<file path="src/rtl/spi_master_arbiter.sv">
// Round-robin scheduler sharing one SPI master between N_REQ requesters,
// with launch/transfer timeouts and a one-hot per-slave chip select fan-out.
module spi_master_arbiter #(
    parameter int N_REQ     = 2,
    parameter int DATA_W    = 16,
    parameter int LAUNCH_TO = 8,
    parameter int XFER_TO   = 512
) (
    input  logic                      clk,
    input  logic                      rst,
    input  logic [N_REQ-1:0]          req,
    input  logic [N_REQ*DATA_W-1:0]   req_data,
    input  logic [2*N_REQ-1:0]        req_mode,
    output logic [N_REQ-1:0]          gnt,
    output logic [N_REQ-1:0]          done,
    output logic [N_REQ-1:0]          err,
    input  logic                      m_cs,
    output logic                      m_strt,
    output logic [DATA_W-1:0]         m_data_in,
    output logic                      m_ckp,
    output logic                      m_cph,
    output logic [N_REQ-1:0]          cs_out
);

    localparam int IDX_W  = $clog2(N_REQ);
    localparam int TO_MAX = (LAUNCH_TO > XFER_TO) ? LAUNCH_TO : XFER_TO;
    localparam int TMR_W  = ($clog2(TO_MAX) > 0) ? $clog2(TO_MAX) : 1;

    localparam logic [TMR_W-1:0] TMR_SAT     = '1;
    localparam logic [TMR_W-1:0] LAUNCH_LAST = TMR_W'(LAUNCH_TO - 1);
    localparam logic [TMR_W-1:0] XFER_LAST   = TMR_W'(XFER_TO - 1);
    localparam logic [IDX_W-1:0] LAST_IDX    = IDX_W'(N_REQ - 1);

    typedef enum logic [1:0] {IDLE, LAUNCH, ACTIVE, RELEASE} state_t;

    state_t            state;
    logic [IDX_W-1:0]  ptr;
    logic [IDX_W-1:0]  sel;
    logic [IDX_W-1:0]  pick;
    logic              any_req;
    logic [DATA_W-1:0] pick_data;
    logic [1:0]        pick_mode;
    logic [TMR_W-1:0]  timer;
    logic [TMR_W-1:0]  timer_inc;

    // Scan offsets from the highest down so the smallest offset from ptr wins.
    always_comb begin
        int idx;
        logic [IDX_W-1:0] cand;
        idx     = 0;
        cand    = '0;
        pick    = '0;
        any_req = 1'b0;
        for (int k = N_REQ - 1; k >= 0; k--) begin
            idx = int'(ptr) + k;
            if (idx >= N_REQ) idx = idx - N_REQ;
            cand = IDX_W'(idx);
            if (req[cand]) begin
                pick    = cand;
                any_req = 1'b1;
            end
        end
    end

    always_comb begin
        pick_data = '0;
        pick_mode = '0;
        for (int j = 0; j < N_REQ; j++) begin
            if (pick == IDX_W'(j)) begin
                pick_data = req_data[j*DATA_W +: DATA_W];
                pick_mode = req_mode[2*j +: 2];
            end
        end
    end

    assign timer_inc = (timer == TMR_SAT) ? timer : timer + 1'b1;

    // Combinational so the slave select follows the master CS edge-for-edge.
    always_comb begin
        cs_out = '1;
        if (state == LAUNCH || state == ACTIVE) cs_out[sel] = m_cs;
    end

    always_ff @(posedge clk) begin
        if (rst) begin
            state     <= IDLE;
            ptr       <= '0;
            sel       <= '0;
            timer     <= '0;
            gnt       <= '0;
            done      <= '0;
            err       <= '0;
            m_strt    <= 1'b0;
            m_data_in <= '0;
            m_ckp     <= 1'b0;
            m_cph     <= 1'b0;
        end else begin
            done <= '0;
            err  <= '0;
            case (state)
                IDLE: begin
                    if (any_req) begin
                        sel       <= pick;
                        gnt       <= N_REQ'(1) << pick;
                        m_data_in <= pick_data;
                        m_ckp     <= pick_mode[1];
                        m_cph     <= pick_mode[0];
                        m_strt    <= 1'b1;
                        timer     <= '0;
                        state     <= LAUNCH;
                    end
                end
                LAUNCH: begin
                    if (!m_cs) begin
                        m_strt <= 1'b0;
                        timer  <= '0;
                        state  <= ACTIVE;
                    end else if (timer == LAUNCH_LAST) begin
                        err[sel] <= 1'b1;
                        m_strt   <= 1'b0;
                        state    <= RELEASE;
                    end else begin
                        timer <= timer_inc;
                    end
                end
                ACTIVE: begin
                    // Any high sample of the master CS ends the transfer, glitches included.
                    if (m_cs) begin
                        done[sel] <= 1'b1;
                        state     <= RELEASE;
                    end else if (timer == XFER_LAST) begin
                        err[sel] <= 1'b1;
                        state    <= RELEASE;
                    end else begin
                        timer <= timer_inc;
                    end
                end
                RELEASE: begin
                    gnt   <= '0;
                    ptr   <= (sel == LAST_IDX) ? '0 : sel + 1'b1;
                    state <= IDLE;
                end
                default: state <= IDLE;
            endcase
        end
    end

endmodule

</file>
<file path="config.mk">
export PLATFORM = sky130hd
export DESIGN_NAME = spi_master_arbiter
export DESIGN_NICKNAME = d
export VERILOG_FILES = /design/src/rtl/spi_master_arbiter.sv
export SDC_FILE = /design/constraint.sdc
export NUM_CORES = 1
export LEC_CHECK = 0
export ABC_AREA = 1
export BUFFER_PORTS_ARGS = -buffer_cell sky130_fd_sc_hd__buf_4
export CAP_MARGIN = 25
export CORE_MARGIN = 2
export CORE_UTILIZATION = 45
export DETAILED_ROUTE_END_ITERATION = 10
export PLACE_DENSITY = 0.83
export SYNTH_ARGS = -nofsm -noshare
export SYNTH_HDL_FRONTEND = slang
export SYNTH_SLANG_ARGS = --single-unit
</file>
<file path="constraint.sdc">
create_clock -name clk -period 1.4 [get_ports clk]
set_input_delay 0.14 -clock clk [delete_from_list [all_inputs] [get_ports clk]]
set_output_delay 0.14 -clock clk [all_outputs]
set_load 0.005 [all_outputs]
</file>
==> results of run 1 <==
## layout make-up
type / instances / area, um^2
multi-input combinational: 194 / 1190
sequential: 38 / 773
fill: 331 / 1220
clock inverter: 2 / 12.5
clock buffer: 6 / 82.6
tap: 52 / 65.1
inverter: 42 / 165
timing repair buffer: 99 / 817
## where the power goes
group	total, mW	switching [mW]	internal (mW)
clock	0.793	0.398	0.396
combinational	2.60	1.26	1.34
sequential	1.59	0.209	1.38
## what timing repair did
action,in CTS,in global routing
gates cloned,1,0
pin swaps,10,10
setup buffers,3,2
setup endpoints to repair,31,36
gates resized for setup,27,26
endpoints found under the hold margin,0,0
## metal layers
| metal | global-route usage [%] | wire length [um] | vias to the layer above |
|---|---|---|---|
| li1 | - | - | 1118 |
| met4 | 10.5 | 114 | 0 |
| met1 | 24.6 | 2310 | 1021 |
| met2 | 39.1 | 2960 | 79 |
| met5 | 0 | 0 | - |
| met3 | 6.13 | 393 | 11 |
## state kept, by name, indices dropped and copies added, names as in the netlist, 2 cells and up
name,cells
done,2
err,2
gnt,2
m_data_in,16
state,2
timer,9
## kinds of logic (layout without fill, tap and decap cells)
logic type / Yosys count / after routing / synth area share [%]
buffers and inverters: 53 / 149 / 11.3
AO/OA/AOI/OAI: 44 / 44 / 13.8
AND/OR/NAND/NOR: 144 / 144 / 33.6
flip-flops: 38 / 38 / 37.8
XOR/XNOR: 1 / 1 / 0.435
adder cells (fa/ha/maj): 5 / 5 / 3.11
## placed cells by master (no fill, tap or decap)
| master | count |
|---|---|
| nor2_2 | 2 |
| nor2_1 | 9 |
| o31ai_1 | 1 |
| o211ai_1 | 18 |
| o21ai_1 | 2 |
| nand3_1 | 28 |
| nor2_4 | 5 |
| dfxtp_4 | 2 |
| ha_2 | 2 |
| nand2_2 | 6 |
| buf_6 | 5 |
| inv_4 | 3 |
| nand2_4 | 2 |
| buf_12 | 3 |
| dfxtp_1 | 32 |
| a21oi_1 | 12 |
| nand3_4 | 4 |
| inv_2 | 4 |
| o21ai_0 | 4 |
| clkbuf_8 | 6 |
| nor3_1 | 2 |
| clkbuf_16 | 1 |
| buf_4 | 90 |
| xor2_1 | 1 |
| a21boi_2 | 1 |
| nand4_1 | 4 |
| clkinvlp_4 | 1 |
| a21oi_4 | 1 |
| dfxtp_2 | 4 |
| nand2_1 | 73 |
| nand3_2 | 9 |
| a21oi_2 | 3 |
| o21ai_2 | 2 |
| ha_4 | 3 |
| inv_1 | 35 |
| clkinv_2 | 1 |
## through the flow
| stage | TNS (ps) | cell area (um^2) | worst slack (ps) | total power [mW] | util [%] |
|---|---|---|---|---|---|
| 5_1_grt | -1790 | 3110 | -132 | 5.28 | 71.8 |
| 6_report | -294 | 3110 | -43.8 | 4.99 | 71.8 |
| 2_1_floorplan | 0 | 2030 | 0.765 | 2.65 | - |
| 3_5_place_dp | -2660 | 2740 | -138 | 3.62 | 63.5 |
| 4_1_cts | -316 | 3000 | -57.3 | 4.77 | 69.5 |
| 3_3_place_gp | -178 | 2740 | -35.7 | 3.55 | 63.5 |
## final timing paths
path	start	end	slack [ps]	cells past startpoint
min	rst	timer[4]$_SDFFE_PP0P_	100	2
min reg2reg	gnt[1]$_SDFFE_PP0P_	gnt[1]$_SDFFE_PP0P_	470	2
max	state[0]$_SDFFE_PP0P_	timer[5]$_SDFFE_PP0P_	-40	9
max reg2reg	state[0]$_SDFFE_PP0P_	timer[5]$_SDFFE_PP0P_	-40	9
==> metrics.cfg, run 1 <==
[timing]
hold_viol = 0
slew_headroom_pct = 66.2
finalSetupViolations = 13
skew_ps = 6.44
timing.final.ws_setup_ps = -43.8
grt_setup_unrepaired = true
hold_slack_ps = 98.8
tightestPinTransition_ps = 505
fin_crit_sh_pct = 103
period_needed_ps = 1440
fmax_ghz = 0.693
drv_slew = 0

[synthesis]
yosysWarnings = 0
ys_top_cells_by_count = nand2_1, dfxtp_1, inv_1, nand3_1, o211ai_1
async_reset_ff_share_pct = 0
syn_avg_cell_area_um2 = 7.07
yosysMostFrequentCell = nand2_1
post_synth_inst_count = 285
synth.distinct_cells = 27
netlist_area_mm2 = 0.00201
yosysTopAreaCellShare_pct = 37.8
synth_seq_cells = 38
synth_fp_nets = 331
ys.flop_type = dfxtp_1
synth_seq_area_share_pct = 37.8
yosys.area.top_type = dfxtp_1
synth_edf_count = 0
ys_top_cells_by_area = dfxtp_1, nand2_1, nand3_1

[clock_tree]
cts.sinks = 38
clockRootBuffer = clkbuf_8
ctsHoldBuffers = 0
numCtsBuffers = 5
cts_tree = built
path_clk_slew_ps = 80
clockBufferDepth = 2
cts-htree-levels = 2
clock_latency_ps = 290

[global_routing]
grt_util_all_layers_pct = 22.2
grt_pass1_vias = 2189
grt_max_degree = 20
grt_overflow = 0
antenna_found_initial = 0
grt_pass1_wl_um = 9080

[setup_path]
cp_cell_sequence = inv_4 -> ha_4 -> nand2_2 -> nand2_2 -> a21oi_4 -> nand2_2 -> nor2_4 -> nand3_1 -> a21oi_1
cp_max_fo = 6
crit_required_ps = 1620
critPathLaunchType = register
cp_top_family = simple AND/OR/NAND/NOR gates
worstSetupPathType = reg2reg
worst_path_largest_cell_delay_ps = 380
cp_slowest_cell = dfxtp_4
cpMostUsedCell = nand2_2
end_kind = register
crit_buf_inv = 1
arrival_ps = 1670

[power_and_ir_drop]
ir_drop_uv = 921
power_density_mw_per_mm2 = 1610
leakagePower_nw = 1.54

[placed_design]
gp_congestion = 0.846
dp.final_hpwl_um = 3950
portBuffers = 67
place_inst = 419

[route]
drc_errors = 0
wl_per_cell_um = 13.3
antenna_left = 0
wirelength_um = 5780
drt-initial-drc-count = 78
viasPerCell = 5.15
vias = 2229
drt_pass1_iterations = 4

[die]
die_h_um = 70.9
rows = 24
core-area_mm2 = 0.00432
start_util_pct = 46.6
die_w_um = 70.9
die_area_mm2 = 0.00503
ioPinCount = 68

[cells_and_area]
synthToLayoutAreaGrowth_pct = 54.2
layout-drive-gt1-share_pct = 42.0
n_antenna_cell = 0
nNetsFinal = 426
final_cells = 433

[outcome]
status = complete, but fails checks
violations = setup timing

[run]
drv_cap = 0

[hold_path]
hp-class = in2reg

No activity file was read; power rests on OpenSTA's default activity.
==> inputs of run 2 (changes only) <==
- PLACE_DENSITY: 0.83 -> 0.76
==> metrics.cfg, run 2 (synthesized netlist as in run 1, its figures left out) <==
[cells_and_area]
largest_registers = m_data_in: 16 flops, timer: 9 flops
synthToLayoutAreaGrowth_pct = 59.0
mostFrequentLayoutCell = buf_4
layout-drive-gt1-share_pct = 45.1  ; +3.1 points
layout.cells.most_common_list = buf_4, nand2_1, inv_1
n_antenna_cell = 0  ; unchanged
largest_register = m_data_in
largest_reg_flops = 16  ; unchanged
nNetsFinal = 426  ; unchanged
fillers = 321  ; -3.0%

[clock_tree]
clock_latency_ps = 290  ; about the same
ctsHoldBuffers = 0  ; unchanged
clockRootBuffer = clkbuf_8
numCtsBuffers = 5  ; unchanged
path_clk_slew_ps = 80  ; about the same
cts-htree-levels = 2  ; unchanged
cts_tree = built
cts.sinks = 38  ; unchanged
clockBufferDepth = 2  ; unchanged

[global_routing]
grt_pass1_vias = 2074  ; -5.3%
grt_max_degree = 28  ; +40%
grt_overflow = 0  ; unchanged
grt_util_all_layers_pct = 21.8  ; -0.40 points
antenna_found_initial = 0  ; unchanged
grt_pass1_wl_um = 8920  ; -1.8%

[die]
core-area_mm2 = 0.00432  ; unchanged
die_area_mm2 = 0.00503  ; unchanged
rows = 24  ; unchanged
die_h_um = 70.9  ; unchanged
die_w_um = 70.9  ; unchanged
ioPinCount = 68  ; unchanged
start_util_pct = 46.6  ; unchanged

[timing]
hold_viol = 0  ; unchanged
fin_crit_sh_pct = 109  ; +5.8 points
slew_headroom_pct = 66.9  ; +0.68 points
drv_slew = 0  ; unchanged
timing.final.ws_setup_ps = -124  ; -80.5 ps
tightestPinTransition_ps = 495  ; -10.1 ps
period_needed_ps = 1520  ; +80.5 ps
skew_ps = 10.7  ; +4.29 ps
grt_setup_unrepaired = true
fmax_ghz = 0.656  ; -5.3%
setup-tns-final_ps = -1050  ; -755 ps
finalSetupViolations = 13  ; unchanged

[hold_path]
min_to = timer[4]$_SDFFE_PP0P_
hold_depth = 2  ; unchanged
min_from = rst
hp-class = in2reg

[placed_design]
pre_cts_ws_ps = -97.1  ; +41.0 ps
dp.final_hpwl_um = 3720  ; -5.7%
gp_congestion = 0.782  ; -7.5%
portBuffers = 67  ; unchanged

[route]
drt-initial-drc-count = 127  ; +63%
antenna_left = 0  ; unchanged
drc_errors = 0  ; unchanged
wirelength_um = 6100  ; +5.5%
vias = 2241  ; +0.54%
wl_per_cell_um = 14.1  ; +5.5%
viasPerCell = 5.18  ; +0.54%
drt_pass1_iterations = 4  ; unchanged

[power_and_ir_drop]
p_int_mw = 3.45  ; +11%
p_switching_mw = 1.94  ; +4.0%
p_comb_share_pct = 49.4  ; -2.8 points
clkPwrFrac_pct = 21.1  ; +5.2 points
ir_drop_uv = 804  ; -13%
power_density_mw_per_mm2 = 1680  ; +4.8%
seqPwrFrac_pct = 29.5  ; -2.4 points
leakagePower_nw = 1.55  ; +0.77%
sw_frac_of_total_pct = 36.1  ; -1.4 points

[run]
drv_cap = 0  ; unchanged

[setup_path]
worstSetupPathType = reg2reg
critPathLaunchType = register
r2r_start = state[1]$_SDFFE_PP0P_
cp_max_fo = 6  ; unchanged
end_kind = register
worstRegToRegCells = 9  ; unchanged
arrival_ps = 1750  ; +80 ps
r2r_setup_slack_ps = -120  ; -80 ps
r2r-end = timer[4]$_SDFFE_PP0P_
crit_required_ps = 1630  ; about the same

[outcome]
status = complete, but fails checks
violations = setup timing

## run 2: cell count changes in the layout (fill, tap and decap cells not counted), moves of 2 or more
cell / before / now
a21oi_1: 12 / 7
a21oi_2: 3 / 8
buf_12: 3 / 1
buf_4: 90 / 87
buf_6: 5 / 7
bufinv_16: 0 / 2
inv_1: 35 / 33
inv_2: 4 / 6
inv_4: 3 / 1
nand2_1: 73 / 71
nand3_1: 28 / 26
nand3_2: 9 / 12
o21ai_2: 2 / 0
o21ai_4: 0 / 2
## run 2: routing by layer
layer / GRT usage, % / vias to the layer above / wire length [um]
met4: 6.92 / 0 / 70
met2: 37.6 / 92 / 3130
met3: 6.27 / 8 / 410
met5: 0 / - / 0
met1: 26.2 / 1023 / 2480
li1: - / 1118 / -
## run 2: critical path, stage by stage, from the launching register on
cell	delay, ps
dfxtp_2	340
buf_6	130
ha_4	160
nand2_4	70
nand2_4	50
a21oi_4	160
nand2_2	100
nor2_4	210
nand3_2	110
a21oi_2	130
## run 2: power groups by stage
stage	Sequential [mW]	Combinational, mW	Clock, mW
final	1.59	2.67	1.14
after global placement	1.55	1.94	0
after global routing	1.62	2.89	1.20
after floorplan	1.56	1.10	0
after CTS	1.56	2.28	1.15
after detailed placement	1.55	1.98	0
## run 2: area by class of cell
| cell class | instances | area [um^2] | share of cell area, % |
|---|---|---|---|
| Clock inverter | 3 | 68.8 | 2.15 |
| Clock buffer | 5 | 68.8 | 2.15 |
| Multi-Input combinational cell | 195 | 1270 | 39.7 |
| Tap cell | 52 | 65.1 | 2.03 |
| Timing Repair Buffer | 97 | 782 | 24.4 |
| Inverter | 42 | 169 | 5.27 |
| Sequential cell | 38 | 771 | 24.1 |
| Timing Repair inverter | 1 | 7.51 | 0.234 |
## run 2: through the flow
| stage | util, % | cells | hold slack (ps) | total power [mW] | instance area (um^2) |
|---|---|---|---|---|---|
| 6_report | 74.1 | 433 | 128 | 5.39 | 3200 |
| 5_1_grt | 74.1 | 433 | 116 | 5.71 | 3200 |
| 4_1_cts | 68.9 | 426 | 94.4 | 4.99 | 2980 |
| 3_5_place_dp | 62.5 | 415 | 417 | 3.53 | 2700 |
| 3_3_place_gp | 62.5 | 415 | 417 | 3.49 | 2700 |
| 2_1_floorplan | - | 285 | 218 | 2.65 | 2030 |
## run 2: worst max-delay path by stage
stage | startpoint | to | depth (start not counted)
finish | state[1]$_SDFFE_PP0P_ | timer[4]$_SDFFE_PP0P_ | 9
global route | state[1]$_SDFFE_PP0P_ | timer[2]$_SDFFE_PP0P_ | 9
CTS | state[1]$_SDFFE_PP0P_ | timer[4]$_SDFFE_PP0P_ | 9
detailed placement | state[0]$_SDFFE_PP0P_ | m_data_in[1]$_SDFFE_PP0P_ | 8
global placement | state[0]$_SDFFE_PP0P_ | timer[5]$_SDFFE_PP0P_ | 7
floorplan | state[0]$_SDFFE_PP0P_ | timer[0]$_SDFFE_PP0P_ | 8
## run 2: timing repair
| item | in CTS | in global routing |
|---|---|---|
| pin swaps | 10 | 19 |
| setup endpoints to repair | 33 | 35 |
| setup buffers | 3 | 3 |
| resized for setup | 30 | 40 |
| gates cloned | 0 | 4 |
